File: config.mk
export PLATFORM = sky130hd
export DESIGN_NAME = alu_sched
export DESIGN_NICKNAME = d
export VERILOG_FILES = /design/src/rtl/alu_sched_pkg.sv /design/src/rtl/alu_sched_tagq.sv /design/src/rtl/alu_sched.sv
export SDC_FILE = /design/constraint.sdc
export NUM_CORES = 1
export LEC_CHECK = 0
export CORE_MARGIN = 1.5
export CORE_UTILIZATION = 28
export DETAILED_ROUTE_END_ITERATION = 8
export HOLD_SLACK_MARGIN = 0.15
export PLACE_DENSITY = 0.78
export SYNTH_ARGS = -nofsm -noshare
export SYNTH_HDL_FRONTEND = slang
export SYNTH_SLANG_ARGS = --single-unit
File: constraint.sdc
create_clock -name clk -period 6.4 [get_ports clk]
set_clock_uncertainty 0.1 [all_clocks]
set_input_delay 1.28 -clock clk [delete_from_list [all_inputs] [get_ports clk]]
set_output_delay 1.28 -clock clk [all_outputs]
set_load 0.01 [all_outputs]
File: src/rtl/alu_sched_pkg.sv
// Shared types and defaults for the round-robin ALU scheduler.
package alu_sched_pkg;

  localparam int unsigned DEF_NREQ  = 4;
  localparam int unsigned DEF_DEPTH = 2;
  localparam int unsigned DATA_W    = 8;

  typedef enum logic [1:0] {
    OP_PASS = 2'd0,
    OP_ADD  = 2'd1,
    OP_SUB  = 2'd2,
    OP_MUL  = 2'd3
  } alu_op_e;

  typedef struct packed {
    alu_op_e             ctl;
    logic [DATA_W-1:0]   a;
    logic [DATA_W-1:0]   b;
    logic                ci;
  } alu_req_t;

endpackage

File: src/rtl/alu_sched_tagq.sv
// Tag FIFO remembering which requester issued each in-flight ALU operation.
module alu_sched_tagq
  import alu_sched_pkg::*;
#(
  parameter int unsigned NREQ  = DEF_NREQ,
  parameter int unsigned DEPTH = DEF_DEPTH
) (
  input  logic                         clk,
  input  logic                         rst,
  input  logic                         push,
  input  logic                         pop,
  input  logic [$clog2(NREQ)-1:0]      din,
  output logic [$clog2(NREQ)-1:0]      head,
  output logic [$clog2(DEPTH+1)-1:0]   count
);

  localparam int unsigned TW = $clog2(NREQ);
  localparam int unsigned PW = (DEPTH > 1) ? $clog2(DEPTH) : 1;
  localparam int unsigned CW = $clog2(DEPTH+1);

  logic [TW-1:0] mem [DEPTH];
  logic [PW-1:0] wp;
  logic [PW-1:0] rp;

  always_ff @(posedge clk) begin
    if (push) mem[wp] <= din;
  end

  always_ff @(posedge clk or negedge rst) begin
    if (!rst) begin
      wp    <= '0;
      rp    <= '0;
      count <= '0;
    end else begin
      if (push) wp <= (wp == PW'(DEPTH-1)) ? '0 : wp + 1'b1;
      if (pop)  rp <= (rp == PW'(DEPTH-1)) ? '0 : rp + 1'b1;
      case ({push, pop})
        2'b10:   count <= count + CW'(1);
        2'b01:   count <= count - CW'(1);
        default: count <= count;
      endcase
    end
  end

  assign head = mem[rp];

endmodule

File: src/rtl/alu_sched.sv
// Round-robin scheduler sharing one ALU among NREQ requesters, with in-order result routing.
module alu_sched
  import alu_sched_pkg::*;
#(
  parameter int unsigned NREQ  = DEF_NREQ,
  parameter int unsigned DEPTH = DEF_DEPTH
) (
  input  logic                         clk,
  input  logic                         rst,
  input  logic [NREQ-1:0]              req_push,
  output logic [NREQ-1:0]              req_stop,
  input  logic [2*NREQ-1:0]            req_ctl,
  input  logic [8*NREQ-1:0]            req_a,
  input  logic [8*NREQ-1:0]            req_b,
  input  logic [NREQ-1:0]              req_ci,
  output logic [NREQ-1:0]              rsp_push,
  input  logic [NREQ-1:0]              rsp_stop,
  output logic [7:0]                   rsp_z,
  output logic                         rsp_cout,
  output logic                         alu_pushin,
  output logic [1:0]                   alu_ctl,
  output logic [7:0]                   alu_a,
  output logic [7:0]                   alu_b,
  output logic                         alu_ci,
  input  logic                         alu_stopout,
  input  logic                         alu_pushout,
  input  logic [7:0]                   alu_z,
  input  logic                         alu_cout,
  output logic                         alu_stopin,
  output logic [$clog2(DEPTH+1)-1:0]   inflight,
  output logic                         err
);

  localparam int unsigned TW = $clog2(NREQ);
  localparam int unsigned CW = $clog2(DEPTH+1);

  logic [TW-1:0] rr_ptr;
  logic [TW-1:0] gnt;
  logic          found;
  int unsigned   cand;
  logic          issue_ok;
  alu_req_t      sel;
  logic [TW-1:0] head;
  logic          empty;
  logic          hit;
  logic          pop;

  // First pushing requester at or after rr_ptr, wrapping.
  always_comb begin
    found = 1'b0;
    gnt   = '0;
    cand  = 0;
    for (int unsigned k = 0; k < NREQ; k++) begin
      cand = (32'(rr_ptr) + k) % NREQ;
      if (!found && req_push[TW'(cand)]) begin
        found = 1'b1;
        gnt   = TW'(cand);
      end
    end
  end

  always_comb begin
    sel = '0;
    if (found) begin
      sel.ctl = alu_op_e'(req_ctl[2*32'(gnt) +: 2]);
      sel.a   = req_a[8*32'(gnt) +: 8];
      sel.b   = req_b[8*32'(gnt) +: 8];
      sel.ci  = req_ci[gnt];
    end
  end

  assign issue_ok   = (inflight < CW'(DEPTH)) && !alu_stopout;
  assign alu_pushin = issue_ok && found;
  assign alu_ctl    = 2'(sel.ctl);
  assign alu_a      = sel.a;
  assign alu_b      = sel.b;
  assign alu_ci     = sel.ci;

  always_comb begin
    req_stop = '0;
    for (int unsigned i = 0; i < NREQ; i++) begin
      req_stop[i] = req_push[i] && !(found && (gnt == TW'(i)) && issue_ok);
    end
  end

  always_ff @(posedge clk or negedge rst) begin
    if (!rst) begin
      rr_ptr <= '0;
    end else if (alu_pushin) begin
      rr_ptr <= (gnt == TW'(NREQ-1)) ? '0 : gnt + 1'b1;
    end
  end

  alu_sched_tagq #(.NREQ(NREQ), .DEPTH(DEPTH)) u_tagq (
    .clk   (clk),
    .rst   (rst),
    .push  (alu_pushin),
    .pop   (pop),
    .din   (gnt),
    .head  (head),
    .count (inflight)
  );

  // Results are routed to the oldest tag; a result with no tag is an error.
  assign empty      = (inflight == '0);
  assign hit        = alu_pushout && !empty;
  assign rsp_push   = hit ? (NREQ'(1) << head) : '0;
  assign alu_stopin = hit && rsp_stop[head];
  assign pop        = hit && !rsp_stop[head];
  assign rsp_z      = alu_z;
  assign rsp_cout   = alu_cout;

  always_ff @(posedge clk or negedge rst) begin
    if (!rst) begin
      err <= 1'b0;
    end else if (alu_pushout && empty) begin
      err <= 1'b1;
    end
  end

endmodule

==> run summary <==
Root Buffer: clkbuf_8
Final Hold Viols: 0
Reg2Reg Depth: 6
Post-CTS Resized: 0
Initial DRT Pass Iterations: 4
Mapped Nets: 247
Switching Share: 39.3%
Chip Height: 72.7 µm
Filler Cells Inserted: 427
vias: 1521
hold path startpoint: err
Synth async-reset ratio: 63.6%
Final min period: 5.39 ns
RSZ-0062 raised after global routing: no
Port Buffers: 119
clock sinks: 11
CTS H-tree depth: 1
syn avg cell area: 9.18 µm²
Synth Register Bits: 11
sequential-to-total area share from yosys stat: 21.7%
Clock Tree Buf Depth: 2
TNS Setup: 0 ns
largest net degree at the start of global routing: 20
antenna cells: 0
Hold Path Depth: 1
# Post-CTS Setup Buffers: 0
P_int: 0.476 mW
measured slew at the worst slew-check pin: 0.854 ns
Worst Path Required: 5.02 ns
number of synthesis warnings: 0
Crit Path Class: primary input to output pin
antenna violations before repair: 0
Slew HR: 43.1%
Synth area leader: mux2i_1
Die Area: 5280 µm²
Critical Path AT: 4.01 ns
top post-synthesis cells by area: mux2i_1 29%, dfrtp_1 13%, o22ai_1 9.2%, edfxtp_1 8.8%, buf_4 5.0%
Crit. End Element: output pin
layout cells sized above 1: 7.45%
nets: 355
Clk network pwr share: 8.5%
startpoint types: primary input
Core Area: 4690 µm²
hold crit path type: flop to flop
Routed Wire Length: 4170 µm
CTS tree: yes
reg2reg start: rr_ptr[1]
starting density of the core: 29.0%
Global Route Usage Sum: 15.6%
WHS Endpoint: err
Max Clock Freq: 186 MHz
Final Cycle Share: 84.2%
final setup vio count: 0
multi-input logic area: 897 µm²
Ports: 138
largest fanout on the critical path: 18
Seq pwr share: 17.5%
Main synth FF type: dfrtp_1
area growth from synthesis to layout: 87.8%
Iter 0 DRT Violations: 25
number of synthesized flops with an enable pin: 4
CTS clk-pin slew, worst paths: 0.05 ns
Syn Std Cell Area: 1360 µm²
status: finished clean
R2R Setup Slk: 4.22 ns
# rows: 25
vias per cell: 4.92
count of different cell masters after synthesis: 37
global-route wire length before repair: 6570 µm
power consumption: 0.784 mW
Lkg Pwr: 1.09 nW
routability cong.: 0.735
Core Util, Final: 54.4%
Max Cap Viol: 0
CTS Buf Count: 3
FF+latch area: 295 µm²
VDD IR max: 0.163 mV
RR Endpoint: rr_ptr[1]
Pins Over Slew Limit: 0
Post-CTS Hold Fix Bufs: 0
Die X: 72.7 µm
worst skew pair latency: 0.23 ns
DP Wirelength: 3570 µm
Logic pwr share: 74.0%
Post-Synthesis Cells: 148
drc violations: 0
Routed Antenna Nets: 0
PwrDens: 307 nW/µm²
drt wl/cell: 13.5 µm
P_sw: 0.308 mW
area share of the largest cell type after synthesis: 28.7%
vias in the first global route: 1578
GRT Residual Overflow: 0
==> synth_stat cells, types with 4 or more instances <==
cell,n
inv_1,4
nor2_1,10
buf_4,9
dfrtp_1,7
o22ai_1,20
edfxtp_1,4
buf_6,4
mux2i_1,39
inv_2,4
==> cells by family after synthesis <==
group	Yosys count	share of synthesized area, %
AOI/OAI and AO/OA	39	20.1
xor gates and xnor gates	5	3.22
adders and majority gates	2	1.84
buffers and inverters	28	12.7
DFF	11	21.7
muxes	43	33.4
and+or+nand+nor	20	7.00
==> state kept, by name, indices dropped and copies added, names as in the netlist <==
signal / count
u_tagq.count: 2
u_tagq.mem: 4
u_tagq.wp: 1
rr_ptr: 2
err: 1
u_tagq.rp: 1
==> power groups by stage <==
| stage | Sequential [mW] | Combinational [mW] | Clock [mW] |
|---|---|---|---|
| 6_report | 0.137 | 0.580 | 0.0669 |
| 5_1_grt | 0.141 | 0.633 | 0.0722 |
| 4_1_cts | 0.138 | 0.589 | 0.0695 |
| 3_5_place_dp | 0.137 | 0.587 | 0 |
| 3_3_place_gp | 0.136 | 0.581 | 0 |
| 2_1_floorplan | 0.128 | 0.354 | 0 |
==> placed cells by master, fill, tap and decap left out, types with 2 or more instances in the layout <==
cell type	count
o21ai_1	3
clkdlybuf4s50_1	119
o22ai_2	2
inv_2	4
dfrtp_1	7
mux2i_1	39
clkbuf_8	3
mux2_4	2
ha_1	2
o21a_1	2
xnor2_1	3
edfxtp_1	4
o22ai_1	19
nand2b_1	2
nand2_1	3
o21ai_0	2
a21o_1	2
a21oi_1	3
nor2_1	10
xor2_1	2
buf_4	3
inv_1	4
==> critical path: stages <==
cell             delay [ns]
clkdlybuf4s50_1        0.53
mux2_4                 0.34
o221ai_4               0.60
buf_4                  0.40
mux2i_1                0.23
o22ai_1                0.10
clkdlybuf4s50_1        0.53
==> layout make-up <==
cell class	instances	area share, %
Tap cell	54	2.65
Timing Repair Buffer	122	47.5
Inverter	9	1.32
Multi-Input combinational cell	109	35.1
Sequential cell	11	11.6
Clock buffer	4	1.76
==> routing by layer <==
layer  wire length, µm  GRT usage, %  up-vias
li1                  -             -      746
met1              1460          14.9      688
met2              2260          30.6       79
met3               377          5.11        8
met4                71          5.66        0
met5                 0             0        -
==> worst max-delay path by stage <==
| stage | slack, ns | start | cells past startpoint | to |
|---|---|---|---|---|
| 6_report | 1.01 | req_push[1] | 7 | alu_b[0] |
| 5_1_grt | 0.80 | req_push[1] | 7 | alu_b[1] |
| 4_1_cts | 0.99 | req_push[1] | 7 | alu_b[0] |
| 3_5_place_dp | 0.99 | req_push[1] | 7 | alu_b[0] |
| 3_3_place_gp | 1.01 | req_push[1] | 7 | alu_ci |
| 2_1_floorplan | 2.37 | req_push[0] | 7 | req_stop[3] |
==> per-stage QoR <==
step / cell area (µm²) / hold slack (ns) / instances / setup WS [ns]
after floorplan: 1360 / 0.360 / 148 / 2.37
after global placement: 2510 / 0.340 / 305 / 1.01
after detailed placement: 2510 / 0.343 / 305 / 0.992
after CTS: 2550 / 0.354 / 309 / 0.986
after global routing: 2550 / 0.379 / 309 / 0.796
final: 2550 / 0.350 / 309 / 1.01
(Power assumes the default switching activity.)
